<file path="src/rtl/pixel_packet_serializer.sv">
`default_nettype none
// +--------------------------------------------------------------------------+
// | pixel_packet_serializer                                                  |
// | Packs a header, a run of BRAM pixels and audio bytes into LSB-first      |
// | dibits.                                                                  |
// | Rev 1.0 - initial release                                                |
// +--------------------------------------------------------------------------+
module pixel_packet_serializer #(
  parameter int ADDR_BYTES     = 3,
  parameter int PIXELS_PER_PKT = 320,
  parameter int AUDIO_BYTES    = 4,
  parameter int FRAME_PIXELS   = 76800,
  parameter int BRAM_LATENCY   = 2,
  parameter int GAP_CYCLES     = 12
) (
  input  logic                    clk,
  input  logic                    rst_n,
  input  logic                    stall,
  input  logic [7:0]              pixel,
  input  logic [7:0]              audio,
  input  logic                    audio_valid,
  output logic                    audio_ready,
  output logic                    axiov,
  output logic [1:0]              axiod,
  output logic [8*ADDR_BYTES-1:0] pixel_addr,
  output logic                    pkt_done,
  output logic                    audio_underrun
);

  localparam int c_aw      = 8 * ADDR_BYTES;
  localparam int c_hdr_len = 4 * ADDR_BYTES;
  localparam int c_pix_len = 4 * PIXELS_PER_PKT;
  localparam int c_aud_len = 4 * AUDIO_BYTES;
  localparam int c_m1      = (c_hdr_len > c_pix_len) ? c_hdr_len : c_pix_len;
  localparam int c_m2      = (c_m1 > c_aud_len) ? c_m1 : c_aud_len;
  localparam int c_cnt_max = (c_m2 > GAP_CYCLES) ? c_m2 : GAP_CYCLES;
  localparam int c_cw      = $clog2(c_cnt_max + 1);
  localparam int c_hw      = c_cw - 2;

  localparam logic [c_cw-1:0] c_hdr_last  = c_cw'(c_hdr_len - 1);
  localparam logic [c_cw-1:0] c_pix_last  = c_cw'(c_pix_len - 1);
  localparam logic [c_cw-1:0] c_aud_last  = c_cw'((c_aud_len > 0) ? c_aud_len - 1 : 0);
  localparam logic [c_cw-1:0] c_gap_last  = c_cw'((GAP_CYCLES > 0) ? GAP_CYCLES - 1 : 0);
  // Slot phase at which the next pixel's address is launched so it has
  // exactly BRAM_LATENCY cycles to settle before the slot-0 load edge.
  localparam logic [1:0]      c_adv_phase = 2'((4 - BRAM_LATENCY) % 4);

  typedef enum logic [2:0] {
    S_IDLE  = 3'd0,
    S_ADDR  = 3'd1,
    S_PIXEL = 3'd2,
    S_AUDIO = 3'd3,
    S_GAP   = 3'd4
  } state_t;

  state_t            r_state, w_state;
  logic [c_cw-1:0]   r_cnt, w_cnt;
  logic              r_run;
  logic [c_aw-1:0]   r_pkt_start, w_pkt_start;
  logic [c_aw-1:0]   w_pixel_addr, w_addr_inc;
  logic [5:0]        r_shift, w_shift;
  logic [7:0]        w_byte;
  logic [1:0]        w_axiod;
  logic              w_axiov, w_pkt_done, w_audio_ready, w_audio_underrun;
  logic              w_unfinished;

  always_ff @(posedge clk or negedge rst_n) begin
    if (!rst_n) begin
      r_state        <= S_IDLE;
      r_cnt          <= '0;
      r_run          <= 1'b0;
      r_pkt_start    <= '0;
      r_shift        <= '0;
      axiov          <= 1'b0;
      axiod          <= 2'b00;
      pixel_addr     <= '0;
      pkt_done       <= 1'b0;
      audio_ready    <= 1'b0;
      audio_underrun <= 1'b0;
    end else begin
      r_state        <= w_state;
      r_cnt          <= w_cnt;
      r_run          <= 1'b1;
      r_pkt_start    <= w_pkt_start;
      r_shift        <= w_shift;
      axiov          <= w_axiov;
      axiod          <= w_axiod;
      pixel_addr     <= w_pixel_addr;
      pkt_done       <= w_pkt_done;
      audio_ready    <= w_audio_ready;
      audio_underrun <= w_audio_underrun;
    end
  end

  always_comb begin
    w_state = r_state;
    w_cnt   = r_cnt + 1'b1;
    if (stall) begin
      w_state = S_IDLE;
      w_cnt   = '0;
    end else begin
      case (r_state)
        S_IDLE: begin
          w_cnt = '0;
          if (r_run) w_state = S_ADDR;
        end
        S_ADDR: begin
          if (r_cnt == c_hdr_last) begin
            w_state = S_PIXEL;
            w_cnt   = '0;
          end
        end
        S_PIXEL: begin
          if (r_cnt == c_pix_last) begin
            w_state = (AUDIO_BYTES > 0) ? S_AUDIO : S_GAP;
            w_cnt   = '0;
          end
        end
        S_AUDIO: begin
          if (r_cnt == c_aud_last) begin
            w_state = S_GAP;
            w_cnt   = '0;
          end
        end
        S_GAP: begin
          if (r_cnt == c_gap_last) begin
            w_state = S_ADDR;
            w_cnt   = '0;
          end
        end
        default: begin
          w_state = S_IDLE;
          w_cnt   = '0;
        end
      endcase
    end
  end

  always_comb begin
    w_axiov          = (w_state == S_ADDR) || (w_state == S_PIXEL) || (w_state == S_AUDIO);
    w_byte           = 8'h00;
    w_audio_ready    = 1'b0;
    w_audio_underrun = 1'b0;
    w_axiod          = 2'b00;
    w_shift          = 6'd0;

    // pixel_addr is frozen for the whole header, so it is the header source.
    case (w_state)
      S_ADDR: begin
        for (int j = 0; j < ADDR_BYTES; j++) begin
          if (w_cnt[c_cw-1:2] == c_hw'(j)) w_byte = pixel_addr[8*(ADDR_BYTES-1-j) +: 8];
        end
      end
      S_PIXEL: w_byte = pixel;
      S_AUDIO: begin
        if (w_cnt[1:0] == 2'd0) begin
          w_byte           = audio_valid ? audio : 8'h00;
          w_audio_ready    = audio_valid;
          w_audio_underrun = !audio_valid;
        end
      end
      default: w_byte = 8'h00;
    endcase

    if (w_axiov) begin
      if (w_cnt[1:0] == 2'd0) begin
        w_axiod = w_byte[1:0];
        w_shift = w_byte[7:2];
      end else begin
        w_axiod = r_shift[1:0];
        w_shift = {2'b00, r_shift[5:2]};
      end
    end

    if (AUDIO_BYTES > 0) w_pkt_done = (w_state == S_AUDIO) && (w_cnt == c_aud_last);
    else                 w_pkt_done = (w_state == S_PIXEL) && (w_cnt == c_pix_last);
  end

  always_comb begin
    w_unfinished = ((r_state == S_ADDR) || (r_state == S_PIXEL) || (r_state == S_AUDIO)) && !pkt_done;
    w_addr_inc   = (pixel_addr == c_aw'(FRAME_PIXELS - 1)) ? '0 : pixel_addr + 1'b1;
    w_pixel_addr = pixel_addr;
    w_pkt_start  = r_pkt_start;
    // An abort rewinds the read address so the whole packet is resent.
    if (stall) begin
      if (w_unfinished) w_pixel_addr = r_pkt_start;
    end else if ((w_state == S_PIXEL) && (w_cnt[1:0] == c_adv_phase)) begin
      w_pixel_addr = w_addr_inc;
    end
    if ((w_state == S_ADDR) && (r_state != S_ADDR)) w_pkt_start = pixel_addr;
  end

endmodule
`default_nettype wire

</file>
<file path="config.mk">
export PLATFORM = sky130hd
export DESIGN_NAME = pixel_packet_serializer
export DESIGN_NICKNAME = d
export VERILOG_FILES = /design/src/rtl/pixel_packet_serializer.sv
export SDC_FILE = /design/constraint.sdc
export NUM_CORES = 1
export LEC_CHECK = 0
export CORE_ASPECT_RATIO = 1.4
export CORE_MARGIN = 2
export CORE_UTILIZATION = 55
export CTS_BUF_LIST = sky130_fd_sc_hd__clkbuf_8 sky130_fd_sc_hd__clkbuf_16
export DETAILED_ROUTE_END_ITERATION = 6
export DONT_BUFFER_PORTS = 1
export PLACE_DENSITY_LB_ADDON = 0.25
export SLEW_MARGIN = 10
export SYNTH_ARGS = -nofsm -noshare
export SYNTH_HDL_FRONTEND = slang
export SYNTH_SLANG_ARGS = --single-unit
</file>
<file path="constraint.sdc">
create_clock -name clk -period 3.07 [get_ports clk]
set_clock_uncertainty 0.15 [all_clocks]
set_input_delay 0.307 -clock clk [delete_from_list [all_inputs] [get_ports clk]]
set_output_delay 0.307 -clock clk [all_outputs]
set_load 0.01 [all_outputs]
</file>
==> flow_summary.toml <==
[timing]
slew_headroom_pct = 50.15
min_period_ns = 2.925
finalSetupViolCount = 0
hold_viol = 0
max_freq_ghz = 0.3419
worst_pin_slew_ns = 0.7452
fin_hold_ws_ns = 0.01485
finalCritPeriodShare_pct = 95.27
rsz0062_at_grt = "no"
final.setup.tns_ns = 0
timing.final.ws_setup_ns = 0.1451
slew_violations = 0

[clocking]
clk_pin_slew_ns = 0.09
post_cts_buffers = 0
cts_tree = "done"
cts_sinks = 75
cts_max_path_buffers = 2
clkLatencyLatePin_ns = 0.36
root_buffer = "clkbuf_8"
cts_made_buffers = 9
htreeDepth = 3

[die]
die_w_um = 79.11
dieArea_sq_mm = 0.008635
start_util_pct = 56.40
row_count = 38
core_sq_mm = 0.007702
fp.dieH_um = 109.2
io_pins = 50

[min_path]
hold_class = "primary input to flip-flop"
min-delay-start = "pixel[3]"

[critical_path]
end_kind = "flip-flop"
critPathMaxFanout = 24
critPathLaunchType = "flip-flop"
cp_cell_sequence = "nor4_4 -> nand4_1 -> mux2_2 -> nor2_4 -> nor4_1 -> and2b_1 -> buf_12 -> mux2_2"
cp.required_ns = 3.16
cp_slowest_stage_delay_ns = 0.48
r2r-start = "r_cnt[5]"
critPathLaunch = "r_cnt[5]"
crit_top_cell = "mux2_2"
critPathKind = "flip-flop to flip-flop"
critical-path-top-delay-family = "simple AND/OR/NAND/NOR gates"
cp_slowest_cell = "dfrtp_1"
cp_num_buf_inv = 1
cp.arrival_ns = 3.02

[drt]
drt_iter0_drc = 297
vias = 3743
via_per_inst = 6.532
ant_nets = 0
drt_wl_total_mm = 11.73
dr.pass1.iters = 5
wl_per_cell_um = 20.48
remaining_drc_errors = 0

[power_and_ir_drop]
worst_ir_drop_vdd_v = 0.0004441
power.internal_mw = 1.833
p_seq_share_pct = 46.9
power.density_mw_per_mm2 = 517.1
p_leak_nw = 2.010
switching_share_pct = 26.84
p_comb_share_pct = 12.7
p_sw_mw = 0.6726
clockPowerShare_pct = 40.4

[synth]
async_flop_share_pct = 100.0
synth-seq-cells = 75
synthTopCellsByArea = "dfrtp_1, mux2_4, o21ai_0"
synthFlopType = "dfrtp_1"
syn_area_sq_mm = 0.004344
synth_cell_types = 69
synth_edf_count = 0
seq_area_frac_synth_pct = 43.20
synth_cells = 458
synth.top_cell.area_share_pct = 43.20
avgSynthCellArea_sq_um = 9.485
synth_top_area_cell = "dfrtp_1"
yosys_warnings = 0
synth_nets = 480

[place]
placed_cells = 553
post-place-ws_ns = 0.1499
portBuffers = 0
dpl.hpwl_mm = 7.889
gp_congestion = 0.9063

[cells_and_area]
multi_input_area_sq_mm = 0.002256
syn_to_final_growth_pct = 11.55
drive_above_1_share_pct = 17.76
fillCellCount = 653
nets = 490
seq_area_sq_mm = 0.001877
post-route-util_pct = 62.91
diodes = 0
final_cells = 573

[global_route]
antenna_found_initial = 0
grt-ovfl-total = 0
gr-usage-all-layers_pct = 28.25
grt_start_max_net_pins = 76
grt_pass1_vias = 3777
grt_pass1_wl_mm = 18.62

[run]
cap_violations = 0

[outcome]
status = "finished clean"
## logic make-up after synthesis
logic type               count (synthesis)  synth area share [%]
AO/OA/AOI/OAI                          130                 19.79
XOR/XNOR                                 9                 1.815
adder cells (fa/ha/maj)                  2                0.5759
buffers and inverters                   47                 5.242
flip-flops                              75                 43.20
multiplexers                            28                 8.871
other                                    1               0.08632
AND/OR/NAND/NOR                        166                 20.42
## cells in the mapped netlist (all sizes together), types with 2 or more instances
library cell,instances
nand3,14
nand4,9
nor2,45
or3,3
nor4b,2
nand4b,2
o31ai,3
a221oi,6
and4,4
xor2,3
a32oi,2
a31oi,5
a22oi,8
mux2,27
xnor2,6
nor3,11
nor4,13
and2,3
o32ai,8
o21ai,48
nor2b,2
buf,15
a311o,2
dfrtp,75
nand2,37
and3,7
o22ai,3
clkbuf,16
nand2b,2
ha,2
nor3b,4
or3b,3
a21oi,22
inv,16
o221ai,8
## final timing paths
path / slack, ns / endpoint / depth (start not counted)
worst max-delay path: 0.15 / r_pkt_start[0] / 8
worst min-delay path: 0.01 / r_shift[1] / 2
worst max register to register: 0.15 / r_pkt_start[0] / 8
worst min register to register: 0.37 / r_pkt_start[6] / 1
max in group asynchronous: 2.12 / pixel_addr[9] / 2
min in group asynchronous: 0.35 / r_cnt[6] / 2
## power by group through the flow
stage	Clock [mW]	Combinational [mW]	Sequential, mW
finish	1.01	0.319	1.18
global route	1.07	0.353	1.19
CTS	1.02	0.321	1.17
detailed placement	0	0.289	1.19
global placement	0	0.278	1.19
floorplan	0	0.212	1.17
## repair_timing
action                     in CTS  in global routing
hold endpoints to repair       85                  0
resized for setup               0                  1
hold buffers                    4                  0
setup endpoints to repair       0                  5
## layer usage
layer	vias to the layer above	global-route usage (%)	part of all wire, %
met5	-	0	0
met4	0	17.98	4.1
met3	41	5.877	5.6
met2	136	46.55	50
met1	1843	33.44	40
li1	1723	-	-
## cell type report
| cell class | count | share of cell area, % |
|---|---|---|
| clock buffers | 9 | 2.556 |
| clock inverters | 7 | 2.866 |
| inverters | 16 | 1.239 |
| multi-input cells | 336 | 46.55 |
| flip-flops and latches | 75 | 38.73 |
| well taps | 100 | 2.582 |
| repair buffers | 30 | 5.474 |
## cells in the final DEF, fill, tap and decap left out, types with 9 or more instances in the layout
cell / instances
a21oi_1: 22
buf_4: 25
clkbuf_8: 9
dfrtp_1: 75
inv_1: 15
mux2_4: 19
nand2_1: 37
nand3_1: 14
nand4_1: 9
nor2_1: 42
nor3_1: 10
nor4_1: 11
o21ai_0: 44
## registers in the layout, summed over array words and instances, names as in the netlist, 2 cells and up
register / cells
pixel_addr: 24
r_pkt_start: 24
r_cnt: 11
r_shift: 6
r_state: 3
axiod: 2
## per-stage QoR
step | power (mW) | cell area (sq um)
3_3_place_gp | 1.468 | 4523
4_1_cts | 2.519 | 4843
6_report | 2.506 | 4846
5_1_grt | 2.606 | 4846
3_5_place_dp | 1.481 | 4523
2_1_floorplan | 1.381 | 4344
(Power assumes the default switching activity.)
